`src/rtl/pattern_scan_ctrl_pkg.sv`:
```
// Shared definitions for the pattern scan controller.
//   state_e : controller FSM encoding (idle / shifting bits / result pending)
//   RstPat  : default pattern loaded into the pattern register at reset
package pattern_scan_ctrl_pkg;

  typedef enum logic [1:0] {
    StIdle  = 2'b00,
    StShift = 2'b01,
    StDone  = 2'b10
  } state_e;

  localparam logic [3:0] RstPat = 4'b1010;

endpackage

```
`src/rtl/pattern_det_core.sv`:
```
// Bit-serial Moore-style pattern detector.
// Ports:
//   clk       : clock, rising edge
//   rst       : synchronous active-low reset
//   clear     : drop history and fill (start of a new word)
//   bit_valid : bit_in is consumed this cycle
//   bit_in    : serial data bit
//   pattern   : pattern to match, MSB is the oldest bit
//   overlap   : 1 = overlapping matches, 0 = each match needs PAT_W fresh bits
//   hit_now   : combinational match on the bit consumed this cycle
//   hit       : hit_now registered (one-cycle pulse, one cycle later)
module pattern_det_core #(
  parameter int unsigned PAT_W = 4
) (
  input  logic             clk,
  input  logic             rst,
  input  logic             clear,
  input  logic             bit_valid,
  input  logic             bit_in,
  input  logic [PAT_W-1:0] pattern,
  input  logic             overlap,
  output logic             hit_now,
  output logic             hit
);

  localparam int unsigned       FillW    = $clog2(PAT_W + 1);
  localparam logic [FillW-1:0] FillFull = FillW'(PAT_W);

  logic [PAT_W-1:0] hist_q, hist_d;
  logic [FillW-1:0] fill_q, fill_d;
  logic             hit_q;

  logic [PAT_W:0]   hist_ext;
  logic [PAT_W-1:0] hist_shift;
  logic [FillW-1:0] fill_inc;

  always_comb begin
    hist_ext   = {hist_q, bit_in};
    hist_shift = hist_ext[PAT_W-1:0];
    // fill counts valid history bits and saturates at PAT_W
    fill_inc   = (fill_q == FillFull) ? FillFull : fill_q + 1'b1;
    hit_now    = bit_valid && (fill_inc == FillFull) && (hist_shift == pattern);

    hist_d = hist_q;
    fill_d = fill_q;
    if (clear) begin
      hist_d = '0;
      fill_d = '0;
    end else if (bit_valid) begin
      hist_d = hist_shift;
      // non-overlap: forget the matched bits so the next match needs a full new window
      fill_d = (hit_now && !overlap) ? '0 : fill_inc;
    end
  end

  always_ff @(posedge clk) begin
    if (!rst) begin
      hist_q <= '0;
      fill_q <= '0;
      hit_q  <= 1'b0;
    end else begin
      hist_q <= hist_d;
      fill_q <= fill_d;
      hit_q  <= hit_now;
    end
  end

  assign hit = hit_q;

endmodule

```
`src/rtl/pattern_scan_ctrl.sv`:
```
// Scans parallel words MSB-first through a serial pattern detector and reports
// the per-word match count.
// Ports:
//   clk, rst        : clock (rising edge), synchronous active-low reset
//   cfg_we          : config write, honoured only while idle
//   cfg_pattern     : pattern to detect, MSB = first bit in time
//   cfg_overlap     : 1 = overlapping detection
//   in_valid/ready  : input word handshake, in_data is the word
//   out_valid/ready : result handshake, out_count is the saturating match count
//   hit             : one-cycle pulse the cycle after a completing bit
//   busy            : high while shifting or holding a result
module pattern_scan_ctrl
  import pattern_scan_ctrl_pkg::*;
#(
  parameter int unsigned      DATA_W  = 16,
  parameter int unsigned      PAT_W   = 4,
  parameter int unsigned      CNT_W   = 5,
  parameter logic [PAT_W-1:0] RST_PAT = PAT_W'(RstPat)
) (
  input  logic              clk,
  input  logic              rst,
  input  logic              cfg_we,
  input  logic [PAT_W-1:0]  cfg_pattern,
  input  logic              cfg_overlap,
  input  logic              in_valid,
  output logic              in_ready,
  input  logic [DATA_W-1:0] in_data,
  output logic              out_valid,
  input  logic              out_ready,
  output logic [CNT_W-1:0]  out_count,
  output logic              hit,
  output logic              busy
);

  localparam int unsigned         BitCntW = $clog2(DATA_W + 1);
  localparam logic [BitCntW-1:0] LastBit = BitCntW'(DATA_W - 1);
  localparam logic [CNT_W-1:0]   CntMax  = '1;

  state_e              state_q, state_d;
  logic [DATA_W-1:0]   shift_q, shift_d;
  logic [BitCntW-1:0]  bit_cnt_q, bit_cnt_d;
  logic [CNT_W-1:0]    count_q, count_d;
  logic [PAT_W-1:0]    pat_q, pat_d;
  logic                ovl_q, ovl_d;

  logic det_clear;
  logic bit_valid;
  logic hit_now;

  always_comb begin
    state_d   = state_q;
    shift_d   = shift_q;
    bit_cnt_d = bit_cnt_q;
    count_d   = count_q;
    pat_d     = pat_q;
    ovl_d     = ovl_q;
    det_clear = 1'b0;
    bit_valid = 1'b0;

    unique case (state_q)
      StIdle: begin
        // config latched here is already in pat_q when the first bit is scanned
        if (cfg_we) begin
          pat_d = cfg_pattern;
          ovl_d = cfg_overlap;
        end
        if (in_valid) begin
          shift_d   = in_data;
          bit_cnt_d = '0;
          count_d   = '0;
          det_clear = 1'b1;
          state_d   = StShift;
        end
      end
      StShift: begin
        bit_valid = 1'b1;
        shift_d   = shift_q << 1;
        bit_cnt_d = bit_cnt_q + 1'b1;
        if (hit_now && (count_q != CntMax)) begin
          count_d = count_q + 1'b1;
        end
        if (bit_cnt_q == LastBit) begin
          state_d = StDone;
        end
      end
      StDone: begin
        if (out_ready) begin
          state_d = StIdle;
        end
      end
      default: state_d = StIdle;
    endcase
  end

  always_ff @(posedge clk) begin
    if (!rst) begin
      state_q   <= StIdle;
      shift_q   <= '0;
      bit_cnt_q <= '0;
      count_q   <= '0;
      pat_q     <= RST_PAT;
      ovl_q     <= 1'b0;
    end else begin
      state_q   <= state_d;
      shift_q   <= shift_d;
      bit_cnt_q <= bit_cnt_d;
      count_q   <= count_d;
      pat_q     <= pat_d;
      ovl_q     <= ovl_d;
    end
  end

  pattern_det_core #(
    .PAT_W (PAT_W)
  ) u_det (
    .clk       (clk),
    .rst       (rst),
    .clear     (det_clear),
    .bit_valid (bit_valid),
    .bit_in    (shift_q[DATA_W-1]),
    .pattern   (pat_q),
    .overlap   (ovl_q),
    .hit_now   (hit_now),
    .hit       (hit)
  );

  assign in_ready  = (state_q == StIdle);
  assign out_valid = (state_q == StDone);
  assign busy      = (state_q != StIdle);
  assign out_count = count_q;

endmodule

```
`config.mk`:
```
export PLATFORM = sky130hd
export DESIGN_NAME = pattern_scan_ctrl
export DESIGN_NICKNAME = d
export VERILOG_FILES = /design/src/rtl/pattern_scan_ctrl_pkg.sv /design/src/rtl/pattern_det_core.sv /design/src/rtl/pattern_scan_ctrl.sv
export SDC_FILE = /design/constraint.sdc
export NUM_CORES = 1
export LEC_CHECK = 0
export CAP_MARGIN = 20
export CORE_MARGIN = 1.5
export CORE_UTILIZATION = 40
export CTS_BUF_LIST = sky130_fd_sc_hd__clkbuf_2
export DETAILED_ROUTE_END_ITERATION = 16
export PLACE_DENSITY_LB_ADDON = 0.08
export SLEW_MARGIN = 20
export SYNTH_ARGS = -nofsm -noshare
export SYNTH_HDL_FRONTEND = slang
export SYNTH_SLANG_ARGS = --single-unit
```
`constraint.sdc`:
```
create_clock -name clk -period 1.92 [get_ports clk]
set_input_delay 0.576 -clock clk [delete_from_list [all_inputs] [get_ports clk]]
set_output_delay 0.576 -clock clk [all_outputs]
set_load 0.005 [all_outputs]
```
==> results.md, run 1 <==
* Outcome: finished, final reports clean
* Fin Hold WS at 0.486 ns
* GR Util All Layers at 0.164
* Sw power at approximately 0.45 mW
* Syn Inst Count at 224
* Slew of the pin with the lowest slew margin at approximately 0.4 ns
* Clock sink count at 40
* Final setup viols at 0
* CTS Buffer Depth at 2
* Unique masters post-synth at 39
* Placer Congestion at between 0.7 and 0.8
* Kind of critical path: flip-flop to output port
* Sw frac at 0.266
* Delay-heaviest family, CP: buffers and inverters
* Synth Flop Type: dfxtp_1
* Critical Path Sink: out_count[4]
* Int Power at 1.24 mW
* DRT antenna net count at 0
* CP max FO at 3
* Cell Pwr Density at 685 nW/um^2
* DRT Pass-1 Iters at 4
* Slew Viols, Final at 0
* CP max stage delay at about 0.5 ns
* Net count, final at roughly 300
* Final Skew at about 0.023 ns
* FF+latch count, synth at 40
* Crit path required time at approximately 1.3 ns
* Vias in the first global route at ~1,600
* Bufs and invs on worst path at 1
* Leading cell type in the layout, fill and taps excluded: nand3_1
* Crit end category: output port
* Slowest-stage cell, CP: clkdlybuf4s50_1
* Starting DRT DRC Count at 80
* TritonCTS buffer count at 5
* Wirelength, routed at 3960 um
* DIE HEIGHT at slightly above 70 um
* Clock power share at 0.296
* Hold Path Stages at 2
* CP startpoint: out_count[4]$_SDFFE_PN0P_
* Cell Area, Synth at roughly 1900 um^2
* Worst path cell trace: clkdlybuf4s50_1
* Number of flops mapped to enable cells by yosys at 0
* Post-route worst setup slack at between 0.09 and 0.1 ns
* Most frequent cells in the layout: 44 x nand3_1, 36 x nand2_1, 32 x dfxtp_1
* Final Critical Period at roughly 1.8 ns
* Power share of the sequential group at 0.536
* Async set-reset flop share out of synthesis at 0
* Max VDD drop at between 500 and 600 uV
* Final worst path period share at 0.951
* TritonCTS clock tree: yes
* Register area share after synthesis at 0.421
* DR vias at between 1,500 and 2,000
* Die ar. at a little over 5000 um^2
* FF-to-FF Start: out_count[0]$_SDFFE_PN0P_
* DR WL/cell at about 12 um
* P&R area growth vs syn at 29.5%
* Row count at 24
* Comb pwr share at 0.168
* Inst Count DP at 309
* Synth Net Count at 256
* Synth warnings at 0
* Antenna cell count at 0
* Max cap viols at 0
* H-tree lvl count at 2
* DRC errors left at 0
* CTS clk-pin slew, worst paths at about 0.22 ns
* Worst reg2reg path endpoint: out_count[3]$_SDFFE_PN0P_
* Grt total ovfl at 0
* Via density at around 5.2
* Initial Utilization at 0.425
* Largest net degree at the start of global routing at 45
* Initial antenna violation count at 0
* CP Depth at 1
* Post-synthesis average cell area at 8.49 um^2
* Critical path arrival at about 1.3 ns
* Slew Limit Headroom at 0.731
* Root Driver: clkbuf_2
* DP Wirelength at between 2000 and 3000 um
* Post-Place Worst Slack at -0.202 ns
* Lkg Pwr at ~1.2 nW
* Non-filler instance count after layout at around 320
* Startpoint Class: flip-flop
* Worst R2R Path Depth at 6
* I/O Buffers at 34
* Core box area at around 4500 um^2
* Fin. Hold Viols at 0
* Horiz. Die Dim at 72.0 um
* Fmax at 0.548 GHz
* Hold crit path type: flip-flop to flip-flop
* Clock latency on the worst-skew pair at a little under 0.4 ns
* Ports at 35
* Final core utilization at 0.551
* Reg2Reg Setup Slack at 0.10 ns
* Layout cells sized above 1 at 0.147
* First-pass GRT wire length at about 6800 um
* Fill count at between 400 and 500
## layout make-up
class	instances	area [um^2]	area share
clock buffers	5	25.0	0.0102
clock inverters	3	42.5	0.0173
inverters	5	18.8	0.00762
multi-input cells	163	1030	0.420
flip-flops and latches	40	818	0.332
well taps	52	65.1	0.0264
repair buffers	50	460	0.187
## worst min path at each step
stage / from / endpoint / slack (ns)
finish: u_det.hist_q[2]$_SDFFE_PP0P_ / u_det.hist_q[2]$_SDFFE_PP0P_ / 0.49
CTS: u_det.hist_q[2]$_SDFFE_PP0P_ / u_det.hist_q[2]$_SDFFE_PP0P_ / 0.49
floorplan: ovl_q$_SDFFE_PN0P_ / ovl_q$_SDFFE_PN0P_ / 0.44
detailed placement: u_det.hist_q[2]$_SDFFE_PP0P_ / u_det.hist_q[2]$_SDFFE_PP0P_ / 0.47
global route: u_det.fill_q[0]$_SDFFE_PP0P_ / u_det.fill_q[0]$_SDFFE_PP0P_ / 0.51
global placement: u_det.hist_q[2]$_SDFFE_PP0P_ / u_det.hist_q[2]$_SDFFE_PP0P_ / 0.46
## synth_stat cells, types with 3 or more instances
library cell | count | area, um^2
nand3_1 | 44 | 220
dfxtp_1 | 40 | 801
nand2_1 | 36 | 135
o211a_1 | 16 | 160
clkbuf_1 | 14 | 52.6
nor2_1 | 7 | 26.3
ha_1 | 6 | 75.1
a21boi_0 | 5 | 37.5
a21oi_1 | 5 | 25.0
inv_1 | 5 | 18.8
nor2b_1 | 4 | 25.0
and2_1 | 3 | 18.8
nor4_1 | 3 | 18.8
xnor2_1 | 3 | 26.3
## what timing repair did
action | CTS | global route
pin swaps | 1 | 0
hold buffers | 0 | 0
setup buffers | 1 | 0
resized for setup | 15 | 8
setup endpoints to repair | 6 | 6
## layer usage
layer  part of all wire  vias up  GRT usage
li1                   -      880          -
met2               0.46       27      0.271
met1               0.50      740      0.215
met4             0.0088        0     0.0503
met5                  0        -          0
met3              0.033        5     0.0375
## kinds of logic after synthesis
family,share of synthesized area
AO/OA/AOI/OAI,0.165
AND/OR/NAND/NOR,0.290
adder cells (fa/ha/maj),0.0395
XOR/XNOR,0.0316
buffers and inverters,0.0421
flip-flops,0.421
multiplexers,0.0105
## stage by stage
step | power (mW) | setup TNS, ns | area, um^2
2_1_floorplan | 1.09 | 0 | 1900
3_3_place_gp | 1.21 | -4.10 | 2360
3_5_place_dp | 1.21 | -4.57 | 2360
4_1_cts | 1.71 | 0 | 2450
5_1_grt | 1.77 | -0.00412 | 2460
6_report | 1.69 | 0 | 2460
## worst register-to-register path: stages, from the launching register on
cell and delay, ns:
dfxtp_2 0.36, ha_2 0.19, and3_1 0.19, ha_1 0.18, o21bai_1 0.16, o31a_1 0.29
a311o_1 0.37
## power by group through the flow
stage	registers, mW	clock network, mW	logic (mW)
6_report	0.904	0.500	0.284
5_1_grt	0.911	0.541	0.319
4_1_cts	0.906	0.516	0.288
3_5_place_dp	0.924	0	0.284
3_3_place_gp	0.924	0	0.282
2_1_floorplan	0.917	0	0.172
## sequential cells by signal (all words and copies together) (netlist names)
signal / cells
bit_cnt_q: 5
out_count: 5
ovl_q: 1
pat_q: 4
shift_q: 16
state_q: 2
u_det.fill_q: 3
u_det.hist_q: 3
u_det.hit: 1
Note: power is estimated with default switching activity, not from simulation.
==> run 2: changes to the inputs <==
--- a/config.mk
+++ b/config.mk
@@ -5,12 +5,15 @@
 export SDC_FILE = /design/constraint.sdc
 export NUM_CORES = 1
 export LEC_CHECK = 0
+export ABC_AREA = 1
+export ABC_CLOCK_PERIOD_IN_PS = 1920
 export CAP_MARGIN = 20
 export CORE_MARGIN = 1.5
 export CORE_UTILIZATION = 40
 export CTS_BUF_LIST = sky130_fd_sc_hd__clkbuf_2
 export DETAILED_ROUTE_END_ITERATION = 16
 export PLACE_DENSITY_LB_ADDON = 0.08
+export REMOVE_ABC_BUFFERS = 1
 export SLEW_MARGIN = 20
 export SYNTH_ARGS = -nofsm -noshare
 export SYNTH_HDL_FRONTEND = slang
==> results.md, run 2 <==
* Outcome: finished, final reports clean (unchanged)
* Critical path arrival at 1.26 ns (was 1.25 ns)
* Placer Congestion at 0.745 (was 0.713)
* Compound-Gate Fraction of Synth Area at 0.176 (was 0.165)
* Setup TNS Final at 0 ns (unchanged)
* Final setup viols at 0 (unchanged)
* Synth Flop Type: dfxtp_1 (unchanged)
* Post-route worst setup slack at 0.0850 ns (was 0.0941 ns)
* FF-to-FF Start: u_det.fill_q[0]$_SDFFE_PP0P_ (was out_count[0]$_SDFFE_PN0P_)
* Max cap viols at 0 (unchanged)
* Clock sink count at 40 (unchanged)
* Via density at 4.85 (was 5.19)
* Syn Inst Count at 252 (was 224)
* Cell Area, Synth at 1880 um^2 (was 1900 um^2)
* CP max FO at 2 (was 3)
* Core box area at 4440 um^2 (was 4470 um^2)
* CP startpoint: state_q[0]$_SDFFE_PN0P_ (was out_count[4]$_SDFFE_PN0P_)
* Die ar. at 5130 um^2 (was 5180 um^2)
* Main combinational cell family by area after synthesis: simple AND/OR/NAND/NOR gates (unchanged)
* Synth warnings at 0 (unchanged)
* Hold crit path type: flip-flop to flip-flop (unchanged)
* Largest net degree at the start of global routing at 32 (was 45)
* Async set-reset flop share out of synthesis at 0 (unchanged)
* Slowest-stage cell, CP: dfxtp_2 (was clkdlybuf4s50_1)
* Most frequent cells in the layout: 74 x nand2_1, 33 x dfxtp_1, 30 x clkdlybuf4s50_1 (was 44 x nand3_1, 36 x nand2_1, 32 x dfxtp_1)
* I/O Buffers at 34 (unchanged)
* Final core utilization at 0.531 (was 0.551)
* Sw frac at 0.290 (was 0.266)
* Startpoint Class: flip-flop (unchanged)
* Starting DRT DRC Count at 77 (was 80)
* Leading cell type in the layout, fill and taps excluded: nand2_1 (was nand3_1)
* Hold Path Stages at 2 (unchanged)
* Wirelength, routed at 3820 um (was 3960 um)
* Horiz. Die Dim at 71.6 um (was 72.0 um)
* Max reg flops at 16 (unchanged)
* Fmax at 0.545 GHz (was 0.548 GHz)
* TritonCTS clock tree: yes (unchanged)
* Post-synthesis mux area share at 0 (was 0.0105)
* Comb pwr share at 0.196 (was 0.168)
* RSZ-0062 raised after global routing: false
* Layout cells sized above 1 at 0.136 (was 0.147)
* Initial antenna violation count at 0 (unchanged)
* GR Util All Layers at 0.163 (was 0.164)
* Lkg Pwr at 0.971 nW (was 1.15 nW)
* P&R area growth vs syn at 25.3% (was 29.5%)
* FF+latch count, synth at 40 (unchanged)
* Vias in the first global route at 1,540 (was 1,588)
* Cell Pwr Density at 676 nW/um^2 (was 685 nW/um^2)
* Slew Viols, Final at 0 (unchanged)
* DR WL/cell at 11.0 um (was 12.4 um)
* Root Driver: clkbuf_2 (unchanged)
* Count leader, synth: nand2_1 (was nand3_1)
* Synth Area in Simple Gates at 0.258 (was 0.290)
* DRC errors left at 0 (unchanged)
* Power share of the sequential group at 0.578 (was 0.536)
* Row count at 24 (unchanged)
* Grt total ovfl at 0 (unchanged)
* Post-Synth XOR/XNOR Area at 0.00930 (was 0.0316)
* First-pass GRT wire length at 6720 um (was 6800 um)
* Number of flops mapped to enable cells by yosys at 0 (unchanged)
* Sw power at 0.462 mW (was 0.449 mW)
* Final worst path period share at 0.956 (was 0.951)
* Slew of the pin with the lowest slew margin at 0.246 ns (was 0.404 ns)
* Register area share after synthesis at 0.425 (was 0.421)
* Post-Place Worst Slack at 0.139 ns (was -0.202 ns)
* Clock latency on the worst-skew pair at 0.38 ns (was 0.39 ns)
* DRT Pass-1 Iters at 6 (was 4)
* Post-synthesis adder-cell area fraction at 0.0399 (was 0.0395)
* Net count, final at 326 (was 297)
* H-tree lvl count at 2 (unchanged)
* TritonCTS buffer count at 5 (unchanged)
* Crit end category: output port (unchanged)
* DP Wirelength at 2610 um (was 2720 um)
* Max VDD drop at 430 uV (was 549 uV)
* Slew Limit Headroom at 0.836 (was 0.731)
* Worst path cell trace: buf_4 > nor2_1 > dlygate4sd2_1 (was clkdlybuf4s50_1)
* Fin. Hold Viols at 0 (unchanged)
* Ports at 35 (unchanged)
* Int Power at 1.13 mW (was 1.24 mW)
* Min-delay src: pat_q[2]$_SDFFE_PN0P_ (was u_det.hist_q[2]$_SDFFE_PP0P_)
* Synth area leader: dfxtp_1 (unchanged)
* Post-synthesis average cell area at 7.47 um^2 (was 8.49 um^2)
* Clock power share at 0.226 (was 0.296)
* Kind of critical path: flip-flop to output port (unchanged)
* Hold buffers post-CTS at 0 (unchanged)
* Initial Utilization at 0.424 (was 0.425)
* Final Skew at 0.0125 ns (was 0.0230 ns)
* Synth top area cells: dfxtp_1 43%, nand2_1 15%, a31oi_1 5.0% (was dfxtp_1 42%, nand3_1 12%, o211a_1 8.4%)
* Share of the synthesized area in the top cell type at 0.425 (was 0.421)
* Biggest register: shift_q (unchanged)
* Fill count at 450 (was 439)
* Synth top cells by count: 74 x nand2_1, 40 x dfxtp_1, 20 x inv_1 (was 44 x nand3_1, 40 x dfxtp_1, 36 x nand2_1)
* DR vias at 1,683 (was 1,652)
* Final Critical Period at 1.84 ns (was 1.83 ns)
* Unique masters post-synth at 29 (was 39)
* CTS clk-pin slew, worst paths at 0.19 ns (was 0.22 ns)
* DIE HEIGHT at 71.6 um (was 72.0 um)
* Antenna cell count at 0 (unchanged)
* CP max stage delay at 0.37 ns (was 0.50 ns)
* Crit path required time at 1.34 ns (about the same)
* DRT antenna net count at 0 (unchanged)
* CTS Buffer Depth at 2 (unchanged)
* Worst R2R Path Depth at 9 (was 6)
## run 2: cell count changes in the layout (fill, tap and decap cells not counted), moves of 4 or more
cell	previous run	this run
a21boi_0	5	0
a21oi_1	5	17
a31oi_1	1	15
buf_4	16	12
inv_1	5	20
nand2_1	36	74
nand3_1	44	7
nor2_1	6	15
o211a_1	16	0
o21ai_0	2	8
o21ai_1	0	15
## run 2: logic make-up (layout without fill, tap and decap cells)
logic type / count (synthesis) / count (layout)
xor gates and xnor gates: 2 / 2
buffers and inverters: 35 / 78
DFF: 40 / 40
adders and majority gates: 6 / 6
AOI/OAI and AO/OA: 60 / 60
and+or+nand+nor: 109 / 109
## run 2: area by class of cell
class | count | area (um^2) | area share
tap | 52 | 65.1 | 0.0276
timing repair buffer | 46 | 429 | 0.182
clock inverter | 1 | 3.75 | 0.00159
sequential | 40 | 815 | 0.345
multi-input combinational | 177 | 910 | 0.385
clock buffer | 7 | 35.0 | 0.0148
inverter | 24 | 103 | 0.0435
## run 2: final timing paths
| check | end | slack, ns |
|---|---|---|
| worst max-delay path | out_valid | 0.08 |
| worst max register to register | out_count[0]$_SDFFE_PN0P_ | 0.27 |
| worst min register to register | pat_q[2]$_SDFFE_PN0P_ | 0.48 |
| worst min-delay path | pat_q[2]$_SDFFE_PN0P_ | 0.48 |
## run 2: layer usage
metal,part of all wire,GRT usage
met2,0.46,0.264
met5,0,0
met4,0.012,0.0650
met1,0.49,0.211
met3,0.030,0.0352
## run 2: repair_timing
action,4_1_cts,5_1_grt
endpoints found under the hold margin,0,0
resized for setup,8,5
setup buffers,2,5
pin swaps,1,0
endpoints found under the setup margin,6,5
## run 2: metrics by stage
step	total power, mW	instances	instance area [um^2]	hold slack (ns)
2_1_floorplan	1.12	241	1810	0.439
3_3_place_gp	1.25	332	2260	0.457
3_5_place_dp	1.25	332	2260	0.464
4_1_cts	1.61	342	2310	0.486
5_1_grt	1.70	347	2360	0.504
6_report	1.59	347	2360	0.483
## run 2: worst max-delay path, delay by kind of cell, from the launching register on
family	cells	cell delay [ns]
buffers and inverters	2	0.38
flip-flops	1	0.37
AND/OR/NAND/NOR	1	0.13
## run 2: power groups by stage
stage / clock (mW) / combinational (mW) / sequential (mW)
final: 0.360 / 0.312 / 0.922
after global routing: 0.413 / 0.357 / 0.930
after CTS: 0.379 / 0.310 / 0.924
after detailed placement: 0 / 0.305 / 0.941
after global placement: 0 / 0.303 / 0.942
after floorplan: 0 / 0.182 / 0.935
